$ cat src/rtl/gesture_frame_filter.sv
// gesture_frame_filter: parses, validates and debounces 3-byte gesture frames with link timeout
module gesture_frame_filter #(
    parameter int unsigned STABLE_COUNT   = 3,
    parameter int unsigned TIMEOUT_CYCLES = 50_000_000,
    parameter logic [7:0]  HEADER         = 8'hA5
) (
    input  logic       clk,
    input  logic       rst_n,
    input  logic       rx_valid,
    input  logic [7:0] rx_data,
    output logic [7:0] gesture,
    output logic       gesture_update,
    output logic       frame_err,
    output logic       link_timeout,
    output logic [7:0] err_count
);
    localparam int          TW   = TIMEOUT_CYCLES > 1 ? $clog2(TIMEOUT_CYCLES + 1) : 1;
    localparam logic [TW-1:0] TSAT = TW'(TIMEOUT_CYCLES);
    localparam logic [TW-1:0] TPRE = TW'(TIMEOUT_CYCLES == 0 ? 0 : TIMEOUT_CYCLES - 1);
    localparam logic [3:0]  SC   = 4'(STABLE_COUNT);

    typedef enum logic [1:0] {HUNT, GOT_HDR, GOT_CODE} state_t;

    state_t        state, cur, state_nxt;
    logic [7:0]    code_q, ok_code, cand;
    logic [3:0]    cnt, cnt_upd;
    logic [TW-1:0] tmo_cnt;
    logic          frame_ok, ok_nxt, err_nxt, legal, tmo_fire, commit;

    // Timeout expiry squashes the parser back to HUNT before the current byte is parsed
    always_comb begin
        tmo_fire  = (TIMEOUT_CYCLES != 0) && !frame_ok && (tmo_cnt == TPRE);
        cur       = tmo_fire ? HUNT : state;
        legal     = (rx_data == ~code_q) &&
                    (code_q == 8'h00 || code_q == 8'h01 || code_q == 8'h02 || code_q == 8'h04);
        state_nxt = cur;
        ok_nxt    = 1'b0;
        err_nxt   = 1'b0;
        if (rx_valid) begin
            case (cur)
                HUNT:     state_nxt = rx_data == HEADER ? GOT_HDR : HUNT;
                GOT_HDR:  state_nxt = GOT_CODE;
                default: begin
                    state_nxt = HUNT;
                    ok_nxt    = legal;
                    err_nxt   = !legal;
                end
            endcase
        end
    end

    // Debounce: the candidate always becomes the incoming code, only the run length differs
    always_comb begin
        cnt_upd = ok_code == cand ? (cnt >= SC ? SC : cnt + 4'd1) : 4'd1;
        commit  = frame_ok && cnt_upd == SC && ok_code != gesture;
    end

    // Parser state, code latch and registered frame verdicts
    always_ff @(posedge clk or negedge rst_n) begin
        if (!rst_n) begin
            state     <= HUNT;
            code_q    <= 8'h00;
            frame_ok  <= 1'b0;
            ok_code   <= 8'h00;
            frame_err <= 1'b0;
            err_count <= 8'h00;
        end else begin
            state     <= state_nxt;
            frame_ok  <= ok_nxt;
            frame_err <= err_nxt;
            if (rx_valid && cur == GOT_HDR) code_q <= rx_data;
            if (ok_nxt) ok_code <= code_q;
            if (err_nxt && err_count != 8'hFF) err_count <= err_count + 8'd1;
        end
    end

    // Silence counter: cleared by each good frame, holds at saturation so expiry fires once
    always_ff @(posedge clk or negedge rst_n) begin
        if (!rst_n) tmo_cnt <= '0;
        else if (frame_ok) tmo_cnt <= '0;
        else if (TIMEOUT_CYCLES != 0 && tmo_cnt != TSAT) tmo_cnt <= tmo_cnt + 1'b1;
    end

    // Candidate tracking, commit of the gesture and the neutral fallback on timeout
    always_ff @(posedge clk or negedge rst_n) begin
        if (!rst_n) begin
            cand           <= 8'h00;
            cnt            <= 4'd0;
            gesture        <= 8'h00;
            gesture_update <= 1'b0;
            link_timeout   <= 1'b0;
        end else begin
            gesture_update <= 1'b0;
            link_timeout   <= 1'b0;
            if (tmo_fire) begin
                cand           <= 8'h00;
                cnt            <= 4'd0;
                link_timeout   <= 1'b1;
                gesture        <= 8'h00;
                gesture_update <= gesture != 8'h00;
            end else if (frame_ok) begin
                cand <= ok_code;
                cnt  <= cnt_upd;
                if (commit) begin
                    gesture        <= ok_code;
                    gesture_update <= 1'b1;
                end
            end
        end
    end
endmodule

$ cat config.mk
export PLATFORM = sky130hd
export DESIGN_NAME = gesture_frame_filter
export DESIGN_NICKNAME = d
export VERILOG_FILES = /design/src/rtl/gesture_frame_filter.sv
export SDC_FILE = /design/constraint.sdc
export NUM_CORES = 1
export LEC_CHECK = 0
export ABC_CLOCK_PERIOD_IN_PS = 2100
export BUFFER_PORTS_ARGS = -buffer_cell sky130_fd_sc_hd__buf_2
export CAP_MARGIN = 20
export CORE_UTILIZATION = 50
export CTS_BUF_LIST = sky130_fd_sc_hd__clkbuf_4
export DETAILED_ROUTE_END_ITERATION = 10
export PLACE_DENSITY = 0.71
export SLEW_MARGIN = 20
export SYNTH_ARGS = -nofsm -noshare
export SYNTH_HDL_FRONTEND = slang
export SYNTH_SLANG_ARGS = --single-unit
$ cat constraint.sdc
create_clock -name clk -period 2.1 [get_ports clk]
set_input_delay 0.42 -clock clk [delete_from_list [all_inputs] [get_ports clk]]
set_output_delay 0.42 -clock clk [all_outputs]
set_load 0.01 [all_outputs]
# After elaboration in Yosys (flattened, before gate mapping)
# Index checks and enable logic that the tools add are counted.
# word_totals
reg_bits	76
in_bits	11
out_inout_bits	19
word_cells	71
# classes
n_addsub	3
n_lt_le_gt_ge	1
n_eq_ne	12
mux	23
bitwise	1
reduce_logical	19
# ops
operator	count
2-to-1 mux 26 bit	2
2-to-1 mux 8 bit	5
adder 26 x 1 -> 26 bit, second input constant	1
equality test 26 bit, second input constant	1
!= test 26 bit, second input constant	1
equality test 8 bit	2
2-to-1 mux 4 bit	4
2-to-1 mux 1 bit	9
adder 8 x 1 -> 8 bit, second input constant	1
equality test 8 x 1 -> 1 bit, second input constant	1
equality test 8 x 2 -> 1 bit, second input constant	1
equality test 8 x 3 -> 1 bit, second input constant	1
equality test 8 bit, second input constant	1
logical NOT 8 bit	1
!= test 8 bit	1
!= test 8 bit, second input constant	1
NOT 8 bit	1
nonzero test 8 bit	1
logical AND 1 bit	6
nonzero test 2 bit	3
adder 4 x 1 -> 4 bit, second input constant	1
equality test 4 x 2 -> 1 bit, second input constant	1
greater-or-equal comparator 4 x 2 -> 1 bit, second input constant	1
2-to-1 mux 2 bit	2
other kinds (7)	10

# Depth between registers and ports, before layout
# depth
depth_word	9
ltp_mapped	7
ltp_nobuf	7

# Worst setup path before layout
# Ideal clock, no wire load.
# synth_path
kind	flip-flop to flip-flop
from	register code_q[4]
to	register ok_code[0]
setup_ps	125
t_arrival_ps	2187
t_required_ps	1975
path_slack_ps	-212
stages_incl_launch_ff	6
n_path_buf	1
synth_period_minus_slack_ps	2312
cell_sequence	dfrtp_1 > or4_4 > or4_4 > or3_1 > buf_6 > mux2_4
# synth_between
elab_chain_cells	7
word_cells_on_any_way	12
cone_classes	eq/ne: 4; mux: 2; bitwise: 1; reduce/logical: 5
# synth_lines
element	line	source
start, declared	25	logic [7:0] code_q, ok_code, cand;
start signal, assigned	71	if (rx_valid && cur == GOT_HDR) code_q <= rx_data;
equality test 8 x 1 -> 1 bit or logical NOT 8 bit (tied branches)	35	(code_q == 8'h00 || code_q == 8'h01 || code_q == 8'h02 || code_q == 8'h04);
logical OR 1 bit (3 in series)	35	
logical AND 1 bit *	34	legal = (rx_data == ~code_q) &&
2-to-1 mux 1 bit *	40	case (cur)
2-to-1 mux 1 bit *	39	if (rx_valid) begin
end signal, assigned	72	if (ok_nxt) ok_code <= code_q;
end, declared	25	
# Mark *: on every way between the ends. The rest lies on a longest branch, timed or not.
# A chain may end at the register's enable or synchronous reset.

# Worst setup path after layout
# layout_path
from	register code_q[4]
to	register ok_code[1]
# Same word-level chain as after synthesis.

==> run summary <==
Status = finished, violations left
Failing checks = negative setup slack
Area Growth Syn to Fin = 22.2%
Clk_lat worst skew = 0.42 ns
Ant. Diodes = 0
Clock root cell = clkbuf_4
Clock power frac = 33.8%
F_max = 0.446 GHz
RSZ-0062 raised after global routing = yes
Net Switching = 0.745 mW
Mapped Nets = 362
Pwr per Cell Area = 637 nW/um^2
LEAKAGE = 2.27 nW
Setup violators final = 9
Clock slew at reported path FFs = 0.13 ns
Synthesis Warnings = 0
Worst Setup Slack, final = -0.143 ns
Sw Share = 25.6%
Synth Cell Area = 3740 um^2
Total Routing Usage GR = 21.7%
Hold slack = 0.250 ns
Slew headroom = 67.7%
Tot Pwr = 2.91 mW
PortBufs = 29
Fillers = 628
Mapped Avg Cell Area = 10.8 um^2
Seq cells post-synth = 76
Initial antenna violation count = 0
CTS tree = done
Largest net degree at the start of global routing = 42
Initial core utilization = 51.6%
Area post-placement = 4350 um^2
Comb pwr share = 10.7%
Die X = 88.5 um
Critical Path RT = 2.42 ns
Initial drt markers = 162
Fin. Hold Viols = 0
Cell-internal power = 2.17 mW
I/O pin count = 30
Hpwl dp = 5360 um
Ratio of final minimum period to clock period = 107%
Routability cong. = 0.841
Site Rows = 31
Max rail drop VDD = 0.000388 V
Vias in the first global route = 2795
CP Max Fanout = 4
Max clock buf depth = 2
CP Launch Type = flop
Die area = 7830 um^2
Final Cell Area = 4570 um^2
WL final = 7690 um
Total CTS buffers = 9
Share of cells above drive strength 1 = 31.1%
Worst setup EP type = flop
Crit Path Class = flop to flop
Max Cap Violations = 0
CP arrival = 2.56 ns
Final Util = 63.0%
Vias per cell = 5.47
DRC = 0
Core Region = 7250 um^2
Total Nets Final = 441
Wire length per cell = 14.5 um
Pre-CTS WS = -0.254 ns
Yosys cell types = 45
Htree depth = 3
DR pass1 iterations = 5
Seq/Total Area, Yosys = 50.8%
Via count = 2900
Fin. max-slew vios = 0
Post-layout min period = 2.24 ns
Total gr overflow = 0
Global-route wire length before repair = 12900 um
Final clock skew = 0.0169 ns
Syn Inst Count = 347
Die height = 88.5 um
Actual slew at the worst max-slew pin = 0.480 ns
DRT antenna net count = 0
Reg power frac = 55.4%
Hold WC Path Type = input port to flop
Clk sinks = 76
-- final timing paths --
path | end | depth (start not counted) | startpoint | slack (ns)
worst max-delay path | ok_code[1]$_DFFE_PN0P_ | 4 | code_q[4]$_DFFE_PN0P_ | -0.14
worst min-delay path | state[0]$_DFF_PN0_ | 2 | rx_valid | 0.25
worst max register to register | ok_code[1]$_DFFE_PN0P_ | 4 | code_q[4]$_DFFE_PN0P_ | -0.14
worst min register to register | cnt[1]$_DFFE_PN0P_ | 1 | cnt[1]$_DFFE_PN0P_ | 0.51
max in group asynchronous | tmo_cnt[10]$_DFFE_PN0P_ | 3 | rst_n | 1.02
min in group asynchronous | tmo_cnt[22]$_DFFE_PN0P_ | 2 | rst_n | 0.48
-- per-stage QoR --
step                TNS (ns)  instances
floorplan             -0.972        347
global placement       -1.74        513
detailed placement     -1.98        513
CTS                    -1.40        530
global route           -1.60        530
finish                 -1.11        530
-- layout make-up --
type / count / area [um^2] / share of cell area [%]
clock inverter: 7 / 91.3 / 2.00
multi-input combinational: 253 / 1810 / 39.6
timing repair buffer: 78 / 547 / 12.0
clock buffer: 9 / 67.6 / 1.48
inverter: 8 / 30.0 / 0.657
sequential: 76 / 1900 / 41.6
tap: 99 / 124 / 2.71
-- kinds of logic after synthesis --
logic type	Yosys count	synth area share, %
fa+ha+maj	4	1.34
xor+xnor	44	10.3
mux	22	6.92
buf+inv	18	2.01
flops	76	50.8
simple gates	160	23.7
compound gates	23	4.85
-- placed cells by master (no fill, tap or decap), types with 2 or more instances in the layout --
cell type / netlist / final
or4_4: 2 / 2
xnor2_1: 21 / 21
o21ai_0: 2 / 2
and2_0: 7 / 7
ha_1: 4 / 4
mux2_4: 3 / 3
clkbuf_4: 0 / 9
buf_2: 0 / 28
nor4_1: 17 / 15
clkinv_2: 0 / 3
and4_1: 5 / 5
and2b_2: 2 / 2
and2_4: 0 / 5
a22o_1: 9 / 9
nand4_1: 13 / 13
buf_4: 0 / 46
nand3_1: 14 / 13
and2_1: 3 / 3
nand4b_1: 2 / 2
nor2_1: 37 / 37
bufinv_16: 0 / 2
mux2_2: 19 / 19
buf_12: 0 / 2
nand2b_1: 4 / 4
nor4b_1: 3 / 3
or3_1: 3 / 2
a21oi_1: 3 / 3
a21o_1: 2 / 2
xor2_1: 23 / 23
dfrtp_1: 76 / 76
nand2_1: 17 / 17
nor3_1: 17 / 17
inv_1: 8 / 8
nor4_2: 0 / 2
-- routing by layer --
layer / vias to the layer above / track usage, % / routed length (um)
li1: 1398 / - / -
met2: 54 / 34.8 / 3660
met3: 10 / 6.06 / 274
met1: 1438 / 29.4 / 3680
met5: - / 0 / 0
met4: 0 / 5.28 / 70
-- synth_stat cells (all sizes together) --
library cell  number  area share [%]
clkbuf             7            0.70
o21ai              2            0.27
a21oi              3            0.40
nor3              17             2.3
nor4bb             1            0.27
nor2              37             3.7
and4               5             1.2
nand3             14             1.9
nor4b              3            0.70
nor3b              1            0.20
nand2             17             1.7
buf                3            0.50
xor2              23             5.4
nand2b             4            0.67
or3b               1            0.23
nor4              17             2.8
a2bb2oi            1            0.23
o2bb2ai            1            0.23
xnor2             21             4.9
dfrtp             76              51
and3               2            0.37
a31oi              2            0.33
and2b              2            0.47
inv                8            0.80
nor2b              1            0.17
nand4             13             2.2
mux2              22             6.9
and2              15             2.7
a22o               9             2.1
nand4b             2            0.47
or2                1            0.17
a211o              1            0.23
or3                3            0.50
a221oi             1            0.40
and4b              1            0.27
o32ai              1            0.23
or4                3            0.84
a21o               2            0.40
ha                 4             1.3
-- registers in the layout, indices dropped and copies added, names as in the netlist --
signal,count
tmo_cnt,26
cand,8
code_q,8
err_count,8
gesture,8
ok_code,8
cnt,4
state,2
frame_err,1
frame_ok,1
gesture_update,1
link_timeout,1
-- timing repair --
item | in CTS | in global routing
hold endpoints to repair | 35 | 0
setup buffers | 0 | 0
endpoints found under the setup margin | 9 | 32
cloned | 0 | 0
gates resized for setup | 2 | 10
hold buffers | 1 | 0
-- power groups by stage --
stage               sequential, mW  clock, mW  combinational (mW)
floorplan                     1.63          0               0.157
global placement              1.64          0               0.293
detailed placement            1.64          0               0.306
CTS                           1.61       1.01               0.310
global route                  1.63       1.08               0.362
finish                        1.61      0.986               0.313
-- critical path, cell delays in order, from the launching register on --
cell     delay, ns
dfrtp_1       0.39
or4_4         0.54
or4_4         0.52
or3_4         0.39
mux2_4        0.31
Note: power is estimated with default switching activity, not from simulation.
